===== config.mk =====
export PLATFORM = sky130hd
export DESIGN_NAME = uart_ctrl_seq
export DESIGN_NICKNAME = d
export VERILOG_FILES = /design/src/rtl/uart_pkg.sv /design/src/rtl/uart_rr_arb2.sv /design/src/rtl/uart_ctrl_seq.sv
export SDC_FILE = /design/constraint.sdc
export NUM_CORES = 1
export LEC_CHECK = 0
export ABC_AREA = 1
export ABC_CLOCK_PERIOD_IN_PS = 3600
export CORE_UTILIZATION = 25
export CTS_CLUSTER_DIAMETER = 40
export CTS_CLUSTER_SIZE = 16
export DETAILED_ROUTE_END_ITERATION = 8
export SYNTH_ARGS = -nofsm -noshare
export SYNTH_HDL_FRONTEND = slang
export SYNTH_SLANG_ARGS = --single-unit

===== constraint.sdc =====
create_clock -name clk -period 3.6 [get_ports clk]
set_input_delay 0.54 -clock clk [delete_from_list [all_inputs] [get_ports clk]]
set_output_delay 0.54 -clock clk [all_outputs]
set_load 0.05 [all_outputs]

===== src/rtl/uart_pkg.sv =====
// Shared definitions for the UART control sequencer: register map, status bit positions
// and the sequencer state encoding.
package uart_pkg;

    localparam logic [2:0] ADDR_CONTROL  = 3'h0;
    localparam logic [2:0] ADDR_BAUD_GEN = 3'h1;
    localparam logic [2:0] ADDR_TX_FIFO  = 3'h4;
    localparam logic [2:0] ADDR_RX_FIFO  = 3'h5;

    localparam int unsigned STAT_RX_EMPTY = 0;
    localparam int unsigned STAT_RX_FULL  = 1;
    localparam int unsigned STAT_TX_EMPTY = 2;
    localparam int unsigned STAT_TX_FULL  = 3;

    localparam logic [3:0] BE_ALL   = 4'hF;
    localparam logic [3:0] BE_BYTE0 = 4'h1;
    localparam logic [3:0] BE_BYTE1 = 4'h2;

    typedef enum logic [2:0] {
        StWrBaud,
        StWrCtrl,
        StRdStat,
        StRdRx,
        StWrTx
    } state_e;

    function automatic logic [31:0] tx_word(logic [7:0] data);
        return {24'h0, data};
    endfunction

endpackage


===== src/rtl/uart_rr_arb2.sv =====
// Two-way round-robin arbiter; on a tie the requester not granted last wins.
module uart_rr_arb2 (
    input  logic       clk,
    input  logic       reset,
    input  logic [1:0] req_i,
    input  logic       accept_i,
    output logic [1:0] gnt_o
);

    // ptr_q = 0 favours requester 0, ptr_q = 1 favours requester 1
    logic ptr_q;
    logic ptr_d;

    always_comb begin
        if (req_i == 2'b11) begin
            gnt_o = ptr_q ? 2'b10 : 2'b01;
        end else begin
            gnt_o = req_i;
        end
    end

    always_comb begin
        ptr_d = ptr_q;
        if (accept_i && (gnt_o != 2'b00)) begin
            ptr_d = gnt_o[0];
        end
    end

    always_ff @(posedge clk or posedge reset) begin
        if (reset) begin
            ptr_q <= 1'b0;
        end else begin
            ptr_q <= ptr_d;
        end
    end

endmodule


===== src/rtl/uart_ctrl_seq.sv =====
// Avalon-MM master sequencer for a UART core: programs baud and control, then polls status
// and moves bytes from the RX FIFO to a sink and from two arbitrated requesters to the TX FIFO.
module uart_ctrl_seq
    import uart_pkg::*;
#(
    parameter logic [11:0] BAUD_FREQ  = 12'h001,
    parameter logic [15:0] BAUD_LIMIT = 16'h01B2,
    parameter logic [3:0]  CTRL_CFG   = 4'h0
) (
    input  logic        clk,
    input  logic        reset,
    output logic [2:0]  avm_address_o,
    output logic        avm_write_o,
    output logic        avm_read_o,
    output logic [31:0] avm_writedata_o,
    output logic [3:0]  avm_byteenable_o,
    input  logic        avm_waitrequest_i,
    input  logic [31:0] avm_readdata_i,
    input  logic        s0_valid,
    input  logic [7:0]  s0_data,
    output logic        s0_ready,
    input  logic        s1_valid,
    input  logic [7:0]  s1_data,
    output logic        s1_ready,
    output logic        rx_valid,
    output logic [7:0]  rx_data,
    output logic        rx_err,
    input  logic        rx_ready,
    output logic        init_done
);

    state_e      state_q, state_d;
    logic        read_q, read_d;
    logic        write_q, write_d;
    logic [2:0]  addr_q, addr_d;
    logic [31:0] wdata_q, wdata_d;
    logic [3:0]  be_q, be_d;
    logic        init_done_q, init_done_d;
    logic [3:0]  stat_q, stat_d;
    logic        stat_vld_q, stat_vld_d;
    logic        gnt_sel_q, gnt_sel_d;
    logic        rx_valid_q, rx_valid_d;
    logic [7:0]  rx_data_q, rx_data_d;
    logic        rx_err_q, rx_err_d;

    logic        busy;
    logic        done;
    logic        arb_accept;
    logic [1:0]  arb_gnt;
    logic        unused_bits;

    assign busy = read_q | write_q;
    assign done = busy & ~avm_waitrequest_i;

    // Only the status nibble's empty/full flags that gate traffic are consulted.
    assign unused_bits = ^{avm_readdata_i[31:9], stat_q[STAT_RX_FULL], stat_q[STAT_TX_EMPTY]};

    uart_rr_arb2 u_arb (
        .clk      (clk),
        .reset    (reset),
        .req_i    ({s1_valid, s0_valid}),
        .accept_i (arb_accept),
        .gnt_o    (arb_gnt)
    );

    always_comb begin
        state_d     = state_q;
        read_d      = read_q;
        write_d     = write_q;
        addr_d      = addr_q;
        wdata_d     = wdata_q;
        be_d        = be_q;
        init_done_d = init_done_q;
        stat_d      = stat_q;
        stat_vld_d  = stat_vld_q;
        gnt_sel_d   = gnt_sel_q;
        rx_valid_d  = rx_valid_q & ~rx_ready;
        rx_data_d   = rx_data_q;
        rx_err_d    = rx_err_q;
        arb_accept  = 1'b0;

        unique case (state_q)
            StWrBaud: begin
                if (!busy) begin
                    write_d = 1'b1;
                    addr_d  = ADDR_BAUD_GEN;
                    wdata_d = {4'h0, BAUD_FREQ, BAUD_LIMIT};
                    be_d    = BE_ALL;
                end else if (done) begin
                    write_d = 1'b0;
                    state_d = StWrCtrl;
                end
            end
            StWrCtrl: begin
                if (!busy) begin
                    write_d = 1'b1;
                    addr_d  = ADDR_CONTROL;
                    wdata_d = {20'h0, CTRL_CFG, 8'h0};
                    be_d    = BE_BYTE1;
                end else if (done) begin
                    write_d     = 1'b0;
                    init_done_d = 1'b1;
                    state_d     = StRdStat;
                end
            end
            StRdStat: begin
                if (busy) begin
                    if (done) begin
                        read_d     = 1'b0;
                        stat_d     = avm_readdata_i[3:0];
                        stat_vld_d = 1'b1;
                    end
                end else if (!stat_vld_q) begin
                    read_d  = 1'b1;
                    addr_d  = ADDR_CONTROL;
                    wdata_d = '0;
                    be_d    = BE_ALL;
                end else begin
                    // Idle cycle after the status read: decide, and issue the next transfer.
                    stat_vld_d = 1'b0;
                    if (!stat_q[STAT_RX_EMPTY] && !rx_valid_q) begin
                        state_d = StRdRx;
                        read_d  = 1'b1;
                        addr_d  = ADDR_RX_FIFO;
                        wdata_d = '0;
                        be_d    = BE_ALL;
                    end else if (!stat_q[STAT_TX_FULL] && (arb_gnt != 2'b00)) begin
                        state_d    = StWrTx;
                        write_d    = 1'b1;
                        addr_d     = ADDR_TX_FIFO;
                        wdata_d    = tx_word(arb_gnt[1] ? s1_data : s0_data);
                        be_d       = BE_BYTE0;
                        gnt_sel_d  = arb_gnt[1];
                        arb_accept = 1'b1;
                    end else begin
                        read_d  = 1'b1;
                        addr_d  = ADDR_CONTROL;
                        wdata_d = '0;
                        be_d    = BE_ALL;
                    end
                end
            end
            StRdRx: begin
                if (done) begin
                    read_d     = 1'b0;
                    rx_data_d  = avm_readdata_i[7:0];
                    rx_err_d   = avm_readdata_i[8];
                    rx_valid_d = 1'b1;
                    state_d    = StRdStat;
                end
            end
            StWrTx: begin
                if (done) begin
                    write_d = 1'b0;
                    state_d = StRdStat;
                end
            end
            default: begin
                state_d = StWrBaud;
                read_d  = 1'b0;
                write_d = 1'b0;
            end
        endcase
    end

    always_ff @(posedge clk or posedge reset) begin
        if (reset) begin
            state_q     <= StWrBaud;
            read_q      <= 1'b0;
            write_q     <= 1'b0;
            addr_q      <= '0;
            wdata_q     <= '0;
            be_q        <= '0;
            init_done_q <= 1'b0;
            stat_q      <= '0;
            stat_vld_q  <= 1'b0;
            gnt_sel_q   <= 1'b0;
            rx_valid_q  <= 1'b0;
            rx_data_q   <= '0;
            rx_err_q    <= 1'b0;
        end else begin
            state_q     <= state_d;
            read_q      <= read_d;
            write_q     <= write_d;
            addr_q      <= addr_d;
            wdata_q     <= wdata_d;
            be_q        <= be_d;
            init_done_q <= init_done_d;
            stat_q      <= stat_d;
            stat_vld_q  <= stat_vld_d;
            gnt_sel_q   <= gnt_sel_d;
            rx_valid_q  <= rx_valid_d;
            rx_data_q   <= rx_data_d;
            rx_err_q    <= rx_err_d;
        end
    end

    assign avm_address_o    = addr_q;
    assign avm_write_o      = write_q;
    assign avm_read_o       = read_q;
    assign avm_writedata_o  = wdata_q;
    assign avm_byteenable_o = be_q;
    assign init_done        = init_done_q;
    assign rx_valid         = rx_valid_q;
    assign rx_data          = rx_data_q;
    assign rx_err           = rx_err_q;

    // Ready marks the completing cycle of the granted TX write only.
    assign s0_ready = (state_q == StWrTx) & write_q & ~avm_waitrequest_i & ~gnt_sel_q;
    assign s1_ready = (state_q == StWrTx) & write_q & ~avm_waitrequest_i & gnt_sel_q;

endmodule


=== Word level (Yosys, flattened, before mapping) ===
Index checks and enable logic that the tools add are counted.

* Flip-flop bits (word level): 62
* Input port bits: 54
* Output and inout bits: 54
* Word-level logic and storage cells: 121

* Equality and inequality tests: 17
* Mux-type cells: 55
* Bitwise operators: 14
* Reductions and logical operators: 21

{| class="wikitable"
|+ Operators by type and width
! operator !! count
|-
| two-way mux 32 bit || 3
|-
| one-hot mux 32 bit (3 select lines) || 1
|-
| two-way mux 3 bit || 14
|-
| two-way mux 8 bit || 4
|-
| two-way mux 4 bit || 6
|-
| two-way mux 1 bit || 20
|-
| inequality test 2 bit, second input constant || 9
|-
| one-hot mux 3 bit (4 select lines) || 1
|-
| one-hot mux 4 bit (3 select lines) || 1
|-
| AND reduction 5 bit || 2
|-
| one-hot mux 3 bit (3 select lines) || 1
|-
| inverter 1 bit || 7
|-
| AND 1 bit || 6
|-
| == test 3 x 2 -> 1 bit, second input constant || 2
|-
| AND reduction 2 bit || 3
|-
| AND reduction 3 bit || 2
|-
| AND reduction 6 bit || 1
|-
| inequality test 5 bit, second input constant || 1
|-
| two-way mux 2 bit || 2
|-
| one-hot mux 1 bit (4 select lines) || 1
|-
| AND reduction 4 bit || 1
|-
| OR reduction 2 bit || 2
|-
| == test 3 x 1 -> 1 bit, second input constant || 1
|-
| == test 3 bit, second input constant || 1
|-
| other kinds (11) || 15
|}

=== Depth between registers and ports, before layout ===
* Depth in word-level cells: 10
* Depth in mapped cells: 8

=== By module ===
From an unflattened synthesis, not the netlist that was laid out.

* Cell total of the unflattened synthesis: 227
* Area total of the unflattened synthesis: 1909.3 µm²

{| class="wikitable"
|+ Modules (own cells, without submodules)
! module !! times used !! cells an instance !! area an instance (µm²) !! sequential area each (µm²)
|-
| uart_ctrl_seq || 1 || 218 || 1845.5 || 850.8
|-
| uart_rr_arb2 || 1 || 9 || 63.8 || 25.0
|}

=== Worst setup path before layout ===
OpenSTA, ideal clock, no wires.

* Kind: reg-to-output
* Start point: reg write_q (netlist: avm_write_o)
* End point: out s0_ready
* Arrival time: 1.580 ns
* Required time: 3.060 ns
* Slack: 1.480 ns
* Cell stages (with the launch flop): 3
* Buffers on the path: 0
* Cells stage by stage: dfrtp_1 -> nand4_1 -> nor2_1

* Word-level cells in the longest chain between the ends: 3

{| class="wikitable"
|+ RTL lines
! what !! line !! source
|-
| from (decl) || uart_ctrl_seq.sv:34 || <nowiki>logic write_q, write_d;</nowiki>
|-
| from (signal assigned) || uart_ctrl_seq.sv:184 || <nowiki>write_q <= write_d;</nowiki>
|-
| AND 1 bit (3 in series) || uart_ctrl_seq.sv:209 || <nowiki>assign s0_ready = (state_q == StWrTx) & write_q & ~avm_waitrequest_i & ~gnt_sel_q;</nowiki>
|-
| to (decl) || uart_ctrl_seq.sv:21 || <nowiki>output logic s0_ready,</nowiki>
|}

Every way passes these cells.

=== Worst setup path after layout ===
* Start point: reg state_q[1]
* End point: out s1_ready

* Word-level cells in the longest chain between the ends: 4

{| class="wikitable"
|+ RTL lines
! what !! line !! source
|-
| from (decl) || uart_ctrl_seq.sv:32 || <nowiki>state_e state_q, state_d;</nowiki>
|-
| from (signal assigned) || uart_ctrl_seq.sv:168 || <nowiki>state_q <= StWrBaud;</nowiki>
|-
| from (signal assigned) || uart_ctrl_seq.sv:182 || <nowiki>state_q <= state_d;</nowiki>
|-
| == test 3 bit || uart_ctrl_seq.sv:210 || <nowiki>assign s1_ready = (state_q == StWrTx) & write_q & ~avm_waitrequest_i & gnt_sel_q;</nowiki>
|-
| AND 1 bit (3 in series) || uart_ctrl_seq.sv:210 ||
|-
| to (decl) || uart_ctrl_seq.sv:24 || <nowiki>output logic s1_ready,</nowiki>
|}

Every way passes these cells.

==> results_tabular.tex <==
\begin{tabular}{lr}
\hline
Metric & Value \\
\hline
\multicolumn{2}{l}{\textbf{STA}} \\
Setup TNS Final & 0 ns \\
Max Clock Freq & 360.8 MHz \\
Final hold violation count & 0 \\
Slew of the pin with the lowest slew margin & 0.6453 ns \\
Max transition margin & 0.5693 \\
Minimum clock period after layout & 2.772 ns \\
Total count of max-transition violations in the final report & 0 \\
Final Skew & 0.01001 ns \\
Crit share post-route & 0.7700 \\
Setup Viol. Count Final & 0 \\
RSZ-0062 raised after global routing & no \\
\multicolumn{2}{l}{\textbf{Critical path}} \\
Critical path launch point & state\_q[1] \\
Crit-path cells & nor2\_1 -> nand4\_1 -> nor2\_1 -> clkdlybuf4s50\_1 \\
Startpoint of the worst-slack reg-to-reg timing path & avm\_read\_o \\
Crit path kind & reg -> out \\
Cell at the slowest stage of the critical path & sky130\_fd\_sc\_hd\_\_clkdlybuf4s50\_1 \\
Type of destination of the critical path & primary output \\
Critical Path Fanout Max & 7 \\
Capture point of the worst path & s1\_ready \\
Sort of element at the start of the critical path & flip-flop \\
Setup slack on the worst flop-to-flop path & 2.08 ns \\
Worst-case reg-to-reg path depth & 7 \\
Worst endpoint required time & 3.06 ns \\
Terminus of the critical flop-to-flop path & rx\_data[3] \\
Crit path arrival time & 2.23 ns \\
Cell repeated most along the worst path & sky130\_fd\_sc\_hd\_\_nor2\_1 \\
Maximum single-stage delay on the critical path & 0.80 ns \\
\multicolumn{2}{l}{\textbf{Drt}} \\
Number of iterations in the first detailed-routing pass & 4 \\
Routed vias & 1770 \\
DRT iter0 DRCs & 80 \\
Via-to-Cell Ratio & 4.136 \\
Total wire length after detailed routing & 4668 µm \\
Remaining antenna violation count & 0 \\
\# DRC & 0 \\
Routed length per placed instance & 10.91 µm \\
\multicolumn{2}{l}{\textbf{Synthesis}} \\
Post-synthesis average cell area & 7.608 µm² \\
Top flip-flop cell by instance count after synthesis & sky130\_fd\_sc\_hd\_\_dfrtp\_1 \\
Syn Inst Count & 260 \\
Share of the synthesized area in the top cell type & 0.4428 \\
Library cells used by synthesis & 26 \\
Proportion of synthesized chip area in sequential cells & 0.4428 \\
Share of synthesized registers carrying an async set or reset & 1.000 \\
Post-synthesis cell type with the largest combined area & sky130\_fd\_sc\_hd\_\_dfrtp\_1 \\
Top cells by area in the synthesized netlist & sky130\_fd\_sc\_hd\_\_dfrtp\_1 (44\%), sky130\_fd\_sc\_hd\_\_nand2\_1 (16\%), sky130\_fd\_sc\_hd\_\_buf\_4 (9.5\%) \\
Post-Synthesis Cell Area & 1978 µm² \\
Count of warnings emitted by yosys & 0 \\
Post-synthesis sequential element count & 35 \\
Number of enable-type register cells in the synthesized netlist & 0 \\
\multicolumn{2}{l}{\textbf{Clock network}} \\
TritonCTS clock tree & done \\
Num Clock Sinks & 35 \\
Hold-fix buffer count after cts & 0 \\
Max Root-Sink Buffers & 2 \\
Worst skew pair latency & 0.29 ns \\
Reg clk slew, reported paths & 0.08 ns \\
Buffers inserted by post-CTS timing repair & 0 \\
Number of clock buffers inserted by TritonCTS & 5 \\
Cells resized by post-CTS repair & 0 \\
H-tree level count & 2 \\
Root buf cell & sky130\_fd\_sc\_hd\_\_clkbuf\_8 \\
\multicolumn{2}{l}{\textbf{Floorplan}} \\
Die width & 90.95 µm \\
Vert. Die Dim & 90.95 µm \\
Starting density of the core & 0.2573 \\
Placeable Area & 7687 µm² \\
Top-level I/O count & 108 \\
Row count & 32 \\
Area enclosed by the die boundary & 8272 µm² \\
\multicolumn{2}{l}{\textbf{Flow run}} \\
Maximum capacitance violations & 0 \\
\multicolumn{2}{l}{\textbf{Cells and area}} \\
\# nets final & 379 \\
Post-route cell area & 2720 µm² \\
Antenna cell count & 0 \\
Area overhead of the layout relative to synthesis & 37.51\% \\
Filler cell count & 825 \\
Post-route insts no fill & 428 \\
Fraction of final layout cells sized beyond drive strength 1 & 0.08589 \\
\multicolumn{2}{l}{\textbf{GRT}} \\
Total congestion overflow & 0 \\
Maximum number of pins on one net before global-route repair & 20 \\
Number of global-route vias before repair & 1604 \\
Global-route total usage across every layer & 0.1163 \\
Global-route wire length before repair & 7693 µm \\
Initial antenna violation count & 0 \\
\multicolumn{2}{l}{\textbf{Hold path}} \\
HP Class & reg -> reg \\
\multicolumn{2}{l}{\textbf{Placement}} \\
Number of placed instances, taps included & 420 \\
Weighted congestion reported at the end of routability-driven placement & 0.8708 \\
DP HPWL & 3508 µm \\
DP Area & 2608 µm² \\
Number of buffers inserted by port buffering & 61 \\
\multicolumn{2}{l}{\textbf{Power and ir drop}} \\
Power density over the cells & 937.4 nW/µm² \\
IR drop worst, VDD & 257.6 µV \\
Leakage & 0.001340 µW \\
\multicolumn{2}{l}{\textbf{Run status}} \\
Outcome & complete, no violations \\
\hline
\end{tabular}
metal layers:
metal / up-vias / GRT usage / part of all wire
met1: 799 / 0.1521 / 0.45
met5: - / 0 / 0
met2: 64 / 0.1900 / 0.46
met4: 0 / 0.03571 / 0.014
met3: 9 / 0.02764 / 0.069
li1: 898 / - / -
layout make-up:
type	instances	area (µm²)	share of cell area
well taps	102	127.6	0.04692
inverters	24	90.09	0.03312
repair buffers	62	618.1	0.2272
clock buffers	5	68.82	0.02530
clock inverters	3	43.79	0.01610
flip-flops and latches	35	875.8	0.3220
multi-input cells	197	895.9	0.3293
cells in the mapped netlist, types with 2 or more instances:
master / number
sky130_fd_sc_hd__nand3_1: 23
sky130_fd_sc_hd__a21oi_1: 6
sky130_fd_sc_hd__nor2_4: 2
sky130_fd_sc_hd__buf_4: 25
sky130_fd_sc_hd__inv_1: 21
sky130_fd_sc_hd__or2_2: 4
sky130_fd_sc_hd__dfrtp_1: 35
sky130_fd_sc_hd__nand2_2: 3
sky130_fd_sc_hd__o21ai_1: 3
sky130_fd_sc_hd__o21ai_2: 2
sky130_fd_sc_hd__nand2_1: 85
sky130_fd_sc_hd__nand4_1: 2
sky130_fd_sc_hd__o21ai_0: 9
sky130_fd_sc_hd__inv_2: 3
sky130_fd_sc_hd__nor2_1: 26
sequential cells by signal (all words and copies together), names as in the netlist:
register / count
avm_byteenable_o: 3
avm_read_o: 1
stat_q: 2
avm_writedata_o: 9
stat_vld_q: 1
rx_valid: 1
init_done: 1
gnt_sel_q: 1
rx_err: 1
avm_write_o: 1
avm_address_o: 2
state_q: 3
rx_data: 8
u_arb.ptr_q: 1
how the worst min path moves through the flow:
| stage | startpoint | to | cells past startpoint |
|---|---|---|---|
| after floorplan | u_arb.ptr_q | u_arb.ptr_q | 2 |
| after global placement | rx_data[5] | rx_data[5] | 2 |
| after detailed placement | rx_err | rx_err | 2 |
| after CTS | rx_data[6] | rx_data[6] | 2 |
| after global routing | rx_data[7] | rx_data[7] | 2 |
| final | rx_data[6] | rx_data[6] | 2 |
critical path, delay by kind of cell, from the launching register on:
family / cells / cell delay (ns)
buffers and inverters: 1 / 0.80
DFF: 1 / 0.46
and+or+nand+nor: 3 / 0.68
kinds of logic after synthesis:
group	synth area share
AO/OA/AOI/OAI	0.06515
AND/OR/NAND/NOR	0.3441
buffers and inverters	0.1461
flip-flops	0.4428
other	0.001896
placed cells by master (no fill, tap or decap), types with 5 or more instances in the layout:
| cell type | synthesis | layout |
|---|---|---|
| sky130_fd_sc_hd__conb_1 | 1 | 23 |
| sky130_fd_sc_hd__inv_1 | 21 | 21 |
| sky130_fd_sc_hd__nor2_1 | 26 | 26 |
| sky130_fd_sc_hd__clkbuf_8 | 0 | 5 |
| sky130_fd_sc_hd__clkdlybuf4s50_1 | 0 | 61 |
| sky130_fd_sc_hd__o21ai_0 | 9 | 9 |
| sky130_fd_sc_hd__dfrtp_1 | 35 | 35 |
| sky130_fd_sc_hd__nand3_1 | 23 | 23 |
| sky130_fd_sc_hd__a21oi_1 | 6 | 6 |
| sky130_fd_sc_hd__nand2_1 | 85 | 85 |
metrics by stage:
step | setup slack (ns) | util | total power (µW) | hold WS (ns)
after floorplan | 1.480 | - | 1788 | 0.4588
after global routing | 0.6749 | 0.3538 | 2735 | 0.5011
after CTS | 0.8195 | 0.3538 | 2585 | 0.4821
after detailed placement | 0.9264 | 0.3392 | 2219 | 0.4640
after global placement | 0.9339 | 0.3392 | 2203 | 0.4591
final | 0.8281 | 0.3538 | 2550 | 0.4777
where the power goes:
group          total (µW)  internal (µW)  leakage (µW)  switching (µW)
Combinational        1510            465      0.000846            1050
Sequential            681            559      0.000436             123
Clock                 355            206     0.0000581             149
Total                2550           1230       0.00134            1320
Note: power is estimated with default switching activity, not from simulation.
